`src/rtl/parity_tally_if.sv`:
```
// Sample handshake between the odd_even classifier and parity_tally.
// The classifier side is the master; the tally stage is the slave.
interface parity_tally_if;
    logic in_valid;
    logic even;
    logic odd;
    logic in_ready;

    modport master (
        output in_valid,
        output even,
        output odd,
        input  in_ready
    );

    modport slave (
        input  in_valid,
        input  even,
        input  odd,
        output in_ready
    );
endinterface

```
`src/rtl/parity_tally.sv`:
```
// Frame statistics over classifier flags: even/odd/illegal counts and the
// longest same-parity run, reported once per FRAME_LEN accepted samples.
module parity_tally #(
    parameter  int FRAME_LEN = 10,
    localparam int CNT_W     = $clog2(FRAME_LEN + 1)
) (
    input  logic                 clk,
    input  logic                 rst_n,
    input  logic                 start,
    input  logic                 clear,
    parity_tally_if.slave        smp,
    output logic [CNT_W-1:0]     even_count,
    output logic [CNT_W-1:0]     odd_count,
    output logic [CNT_W-1:0]     err_count,
    output logic [CNT_W-1:0]     max_run,
    output logic                 frame_done,
    output logic                 busy
);

    typedef enum logic [1:0] {
        IDLE,
        COUNT,
        REPORT
    } state_t;

    localparam logic [CNT_W-1:0] FULL = CNT_W'(FRAME_LEN);
    localparam logic [CNT_W-1:0] LAST = CNT_W'(FRAME_LEN - 1);

    state_t state;
    state_t state_nxt;

    logic [CNT_W-1:0] sample_cnt;
    logic [CNT_W-1:0] even_cnt;
    logic [CNT_W-1:0] odd_cnt;
    logic [CNT_W-1:0] err_cnt;
    logic [CNT_W-1:0] run_len;
    logic [CNT_W-1:0] max_run_int;
    logic             last_par;

    logic [CNT_W-1:0] even_nxt;
    logic [CNT_W-1:0] odd_nxt;
    logic [CNT_W-1:0] err_nxt;
    logic [CNT_W-1:0] run_nxt;
    logic [CNT_W-1:0] max_nxt;
    logic             accept;
    logic             is_err;
    logic             frame_end;

    function automatic logic [CNT_W-1:0] sat_inc(input logic [CNT_W-1:0] v,
                                                 input logic en);
        return (en && (v < FULL)) ? v + CNT_W'(1) : v;
    endfunction

    assign smp.in_ready = (state == COUNT);
    assign busy         = (state != IDLE);

    always_comb begin
        is_err    = (smp.even == smp.odd);
        accept    = smp.in_valid && (state == COUNT);
        frame_end = accept && (sample_cnt == LAST);
        even_nxt  = sat_inc(even_cnt, smp.even & ~smp.odd);
        odd_nxt   = sat_inc(odd_cnt, smp.odd & ~smp.even);
        err_nxt   = sat_inc(err_cnt, is_err);
        // run_len is nonzero exactly when the previous accepted sample in this
        // frame was legal, so it doubles as the "previous legal" flag.
        if (is_err) begin
            run_nxt = '0;
        end else if ((run_len != '0) && (smp.odd == last_par)) begin
            run_nxt = sat_inc(run_len, 1'b1);
        end else begin
            run_nxt = CNT_W'(1);
        end
        max_nxt = (run_nxt > max_run_int) ? run_nxt : max_run_int;
    end

    always_comb begin
        state_nxt = state;
        case (state)
            IDLE:    if (start) state_nxt = COUNT;
            COUNT:   if (frame_end) state_nxt = REPORT;
            REPORT:  state_nxt = COUNT;
            default: state_nxt = IDLE;
        endcase
        if (clear) begin
            state_nxt = IDLE;
        end
    end

    always_ff @(posedge clk) begin
        if (!rst_n) begin
            state       <= IDLE;
            sample_cnt  <= '0;
            even_cnt    <= '0;
            odd_cnt     <= '0;
            err_cnt     <= '0;
            run_len     <= '0;
            max_run_int <= '0;
            last_par    <= 1'b0;
            even_count  <= '0;
            odd_count   <= '0;
            err_count   <= '0;
            max_run     <= '0;
            frame_done  <= 1'b0;
        end else begin
            state      <= state_nxt;
            frame_done <= 1'b0;
            if (clear) begin
                sample_cnt  <= '0;
                even_cnt    <= '0;
                odd_cnt     <= '0;
                err_cnt     <= '0;
                run_len     <= '0;
                max_run_int <= '0;
                last_par    <= 1'b0;
            end else if (frame_end) begin
                even_count  <= even_nxt;
                odd_count   <= odd_nxt;
                err_count   <= err_nxt;
                max_run     <= max_nxt;
                frame_done  <= 1'b1;
                sample_cnt  <= '0;
                even_cnt    <= '0;
                odd_cnt     <= '0;
                err_cnt     <= '0;
                run_len     <= '0;
                max_run_int <= '0;
                last_par    <= 1'b0;
            end else if (accept) begin
                sample_cnt  <= sample_cnt + CNT_W'(1);
                even_cnt    <= even_nxt;
                odd_cnt     <= odd_nxt;
                err_cnt     <= err_nxt;
                run_len     <= run_nxt;
                max_run_int <= max_nxt;
                last_par    <= smp.odd;
            end
        end
    end

endmodule
```
`src/flat_wrapper.sv`:
```
// flat-port wrapper written by rule: the top's interface ports become plain ports
module parity_tally_flat 
#(
    parameter  int FRAME_LEN = 10,
    localparam int CNT_W     = $clog2(FRAME_LEN + 1)
)
  (clk, rst_n, start, clear, even_count, odd_count, err_count, max_run, frame_done, busy, smp_in_valid, smp_even, smp_odd, smp_in_ready);
  parity_tally_if smp_i ();
  input  logic clk;
  input  logic rst_n;
  input  logic start;
  input  logic clear;
  output logic [CNT_W-1:0] even_count;
  output logic [CNT_W-1:0] odd_count;
  output logic [CNT_W-1:0] err_count;
  output logic [CNT_W-1:0] max_run;
  output logic frame_done;
  output logic busy;
  input wire logic [$bits(smp_i.in_valid)-1:0] smp_in_valid;
  input wire logic [$bits(smp_i.even)-1:0] smp_even;
  input wire logic [$bits(smp_i.odd)-1:0] smp_odd;
  output wire logic [$bits(smp_i.in_ready)-1:0] smp_in_ready;
  assign smp_i.in_valid = smp_in_valid;
  assign smp_i.even = smp_even;
  assign smp_i.odd = smp_odd;
  assign smp_in_ready = smp_i.in_ready;
  parity_tally #(.FRAME_LEN(FRAME_LEN)) u_core (.clk(clk), .rst_n(rst_n), .start(start), .clear(clear), .smp(smp_i), .even_count(even_count), .odd_count(odd_count), .err_count(err_count), .max_run(max_run), .frame_done(frame_done), .busy(busy));
endmodule
```
`config.mk`:
```
export PLATFORM = sky130hd
export DESIGN_NAME = parity_tally_flat
export DESIGN_NICKNAME = d
export VERILOG_FILES = /design/src/rtl/parity_tally_if.sv /design/src/rtl/parity_tally.sv /design/src/flat_wrapper.sv
export SDC_FILE = /design/constraint.sdc
export NUM_CORES = 1
export LEC_CHECK = 0
export CAP_MARGIN = 20
export CORE_ASPECT_RATIO = 0.7
export CORE_MARGIN = 3
export CORE_UTILIZATION = 45
export CTS_CLUSTER_SIZE = 30
export DETAILED_ROUTE_END_ITERATION = 6
export HOLD_SLACK_MARGIN = 0.05
export PLACE_DENSITY = 0.67
export REMOVE_ABC_BUFFERS = 1
export SLEW_MARGIN = 0
export SYNTH_ARGS = -nofsm -noshare
export SYNTH_HDL_FRONTEND = slang
export SYNTH_SLANG_ARGS = --single-unit
```
`constraint.sdc`:
```
create_clock -name clk -period 2.59 [get_ports clk]
set_input_delay 0.3885 -clock clk [delete_from_list [all_inputs] [get_ports clk]]
set_output_delay 0.3885 -clock clk [all_outputs]
set_load 0.05 [all_outputs]
```
==> metrics.cfg <==
[run_status]
outcome=finished clean

[min_path]
hold_start=u_core.state[0]
hold_end=u_core.state[0]
hp-class=reg -> reg
min_path_cells=1

[clock_tree]
cts_sinks=44
worst_setup_hold_path_clk_slew_ns=0.08
cts_setup_buffers=0
htreeDepth=2
numCtsBuffers=5
ctsResizeCount=0
cts_tree=done
root_buffer=clkbuf_8
clock_latency_ns=0.29
ctsHoldBuffers=0
cts_buffer_depth=2

[final_layout]
fin_nets=289
area_growth_syn_to_layout_pct=21.2
insertedDiodeCount=0
fin_cells=325
multiInputGateArea_mm2=0.00122
drive_gt1_share_pct=12.6
fin_area_mm2=0.00265
nFillCells=410
seq_area_um2=883

[power_and_ir_drop]
switching_share_pct=21.9
power.switching_uw=281
combPwrFrac_pct=7.2
power_frac_clock_pct=39.8
peakVddDrop_uv=319
power_density_mw_per_mm2=486
intPower_mw=1.00
power.leakage_nw=1.14
seqPwrFrac_pct=53.0

[worst_setup_path]
worst_ep_arrival_time_ns=2.58
rr_endpoint=u_core.max_run[0]
cp_common_cell=ha_1
cp_num_buf_inv=1
rr_worst_depth=10
start_kind=input port
crit_family=adder cells
crit_chain=clkdlybuf4s50_1 > ha_1 > nor3_2 > ha_1 > or2_2 > o311ai_4 > nor2_4 > mux2i_1 > a21oi_1
path_class=in -> reg
cpMaxStageDelayCell=clkdlybuf4s50_1
r2r-start=u_core.run_len[0]
endpoint_kind=flop
required_ns=2.76
critPathMaxStageDelay_ns=0.43
r2r_setup_slack_ns=0.19
cp_max_fo=5

[sta]
slew_violations=0
rsz0062_at_grt=false
hold_viol_final=0
fmax_mhz=415
period_needed_ns=2.41
fin_worst_skew_ns=0.00505
slew_headroom_pct=66.6
worstMarginPinSlew_ns=0.495
fin_crit_sh_pct=93.0
setup_viol=0

[route]
vias_per_cell=5.04
avgRoutedWirePerCell_um=12.5
drt_iter0_drc=67
routed_wl_mm=4.06
drtPass1Iterations=5
vias=1638
drc=0
antenna_left=0

[global_routing]
grt_pass1_wl_mm=7.18
antenna_found_initial=0
overflow=0
grt_pass1_vias=1555
grt_usage_pct=16.1
grt_max_degree=35

[yosys]
syn_area_mm2=0.00218
synth_seq_area_share_pct=40.4
synth_edf_count=0
netlist_instances=237
yosysWarningCount=0
syn_area_per_cell_um2=9.21
synth_cell_types=39
yosys_register_bits=44
synthArstFlopShare_pct=0
synth_ff_type=dfxtp_1

[floorplanning]
die-area_mm2=0.00573
start_util_pct=48.4
die_h_um=64.3
pin_count=26
die_x_um=89.2
coreArea_mm2=0.00450
rows=20

[place]
placed_cell_area_mm2=0.00251
place_inst=317
place_hpwl_mm=2.98
gp_congestion=0.800
portBuffers=25

[flow_run]
cap_viol_max_count=0

[power groups by stage]
stage	clock network (mW)	logic, mW	registers [mW]
final	0.511	0.0929	0.681
after global routing	0.564	0.102	0.682
after CTS	0.531	0.0918	0.681
after detailed placement	0	0.0916	0.697
after global placement	0	0.0911	0.697
after floorplan	0	0.0544	0.696
[how the worst max path moves through the flow]
stage                   endpoint  cells after the start               from
2_1_floorplan  u_core.max_run[0]                      9            smp_odd
3_3_place_gp   u_core.max_run[1]                     10            smp_odd
3_5_place_dp   u_core.max_run[0]                     10            smp_odd
4_1_cts        u_core.max_run[0]                     10            smp_odd
5_1_grt        u_core.max_run[1]                     10  u_core.run_len[0]
6_report       u_core.max_run[0]                      9           smp_even
[cell type report]
| cell class | instances | share of cell area [%] |
|---|---|---|
| Timing Repair Buffer | 36 | 12.7 |
| Sequential cell | 44 | 33.4 |
| Clock buffer | 6 | 2.74 |
| Multi-Input combinational cell | 173 | 46.0 |
| Inverter | 9 | 1.28 |
| Tap cell | 55 | 2.60 |
| Clock inverter | 2 | 1.32 |
[synth_stat cells, drive strengths merged (3+ instances only)]
library cell / n / area share (%)
a21oi: 15 / 3.4
xor2: 15 / 6.0
mux2i: 11 / 5.0
nand3: 12 / 2.8
o211a: 9 / 4.1
ha: 13 / 7.5
a211oi: 4 / 1.4
nor3: 4 / 2.1
buf: 8 / 2.6
clkbuf: 3 / 0.52
nand4: 5 / 1.4
nand2: 27 / 4.8
inv: 9 / 1.5
nor2: 24 / 4.7
dfxtp: 44 / 40
o21ai: 12 / 2.8
a41oi: 3 / 1.2
[stage by stage]
stage	power [mW]	setup slack [ns]	util, %	hold slack (ns)	setup TNS, ns
floorplan	0.751	0.263	-	0.428	0
global placement	0.788	-0.201	55.8	0.452	-1.46
detailed placement	0.789	-0.304	55.8	0.456	-1.98
CTS	1.30	0.00770	58.2	0.466	0
global route	1.35	0.0116	58.7	0.484	0
finish	1.29	0.181	58.7	0.461	0
[routing by layer]
metal / vias up / track usage, % / part of all wire (%)
li1: 885 / - / -
met2: 32 / 22.1 / 41
met1: 717 / 24.0 / 54
met5: - / 0 / 0
met3: 4 / 4.38 / 4.1
met4: 0 / 5.02 / 0.76
[cells by family (layout without fill, tap and decap cells)]
logic type / count (synthesis) / after routing / synth area share, %
compound gates: 49 / 49 / 15.7
xor+xnor: 17 / 17 / 6.82
fa+ha+maj: 13 / 13 / 7.45
buf+inv: 20 / 53 / 4.70
flops: 44 / 44 / 40.4
mux: 11 / 11 / 5.05
simple gates: 83 / 83 / 19.9
[cells in the final DEF, fill, tap and decap left out, types with 3 or more instances in the layout]
| master | netlist | final |
|---|---|---|
| dfxtp_1 | 44 | 42 |
| nand2_1 | 26 | 26 |
| clkdlybuf4s50_1 | 0 | 24 |
| nor2_1 | 21 | 21 |
| a21oi_1 | 15 | 15 |
| xor2_1 | 15 | 14 |
| ha_1 | 13 | 13 |
| nand3_1 | 12 | 12 |
| mux2i_1 | 11 | 11 |
| buf_4 | 2 | 11 |
| inv_1 | 9 | 9 |
| o211a_1 | 9 | 9 |
| o21ai_1 | 7 | 7 |
| nand4_1 | 5 | 5 |
| o21ai_0 | 5 | 5 |
| clkbuf_8 | 0 | 5 |
| a211oi_1 | 4 | 4 |
| nor3_2 | 3 | 3 |
| a41oi_1 | 3 | 3 |
Power figures use the tool's default switching activity.
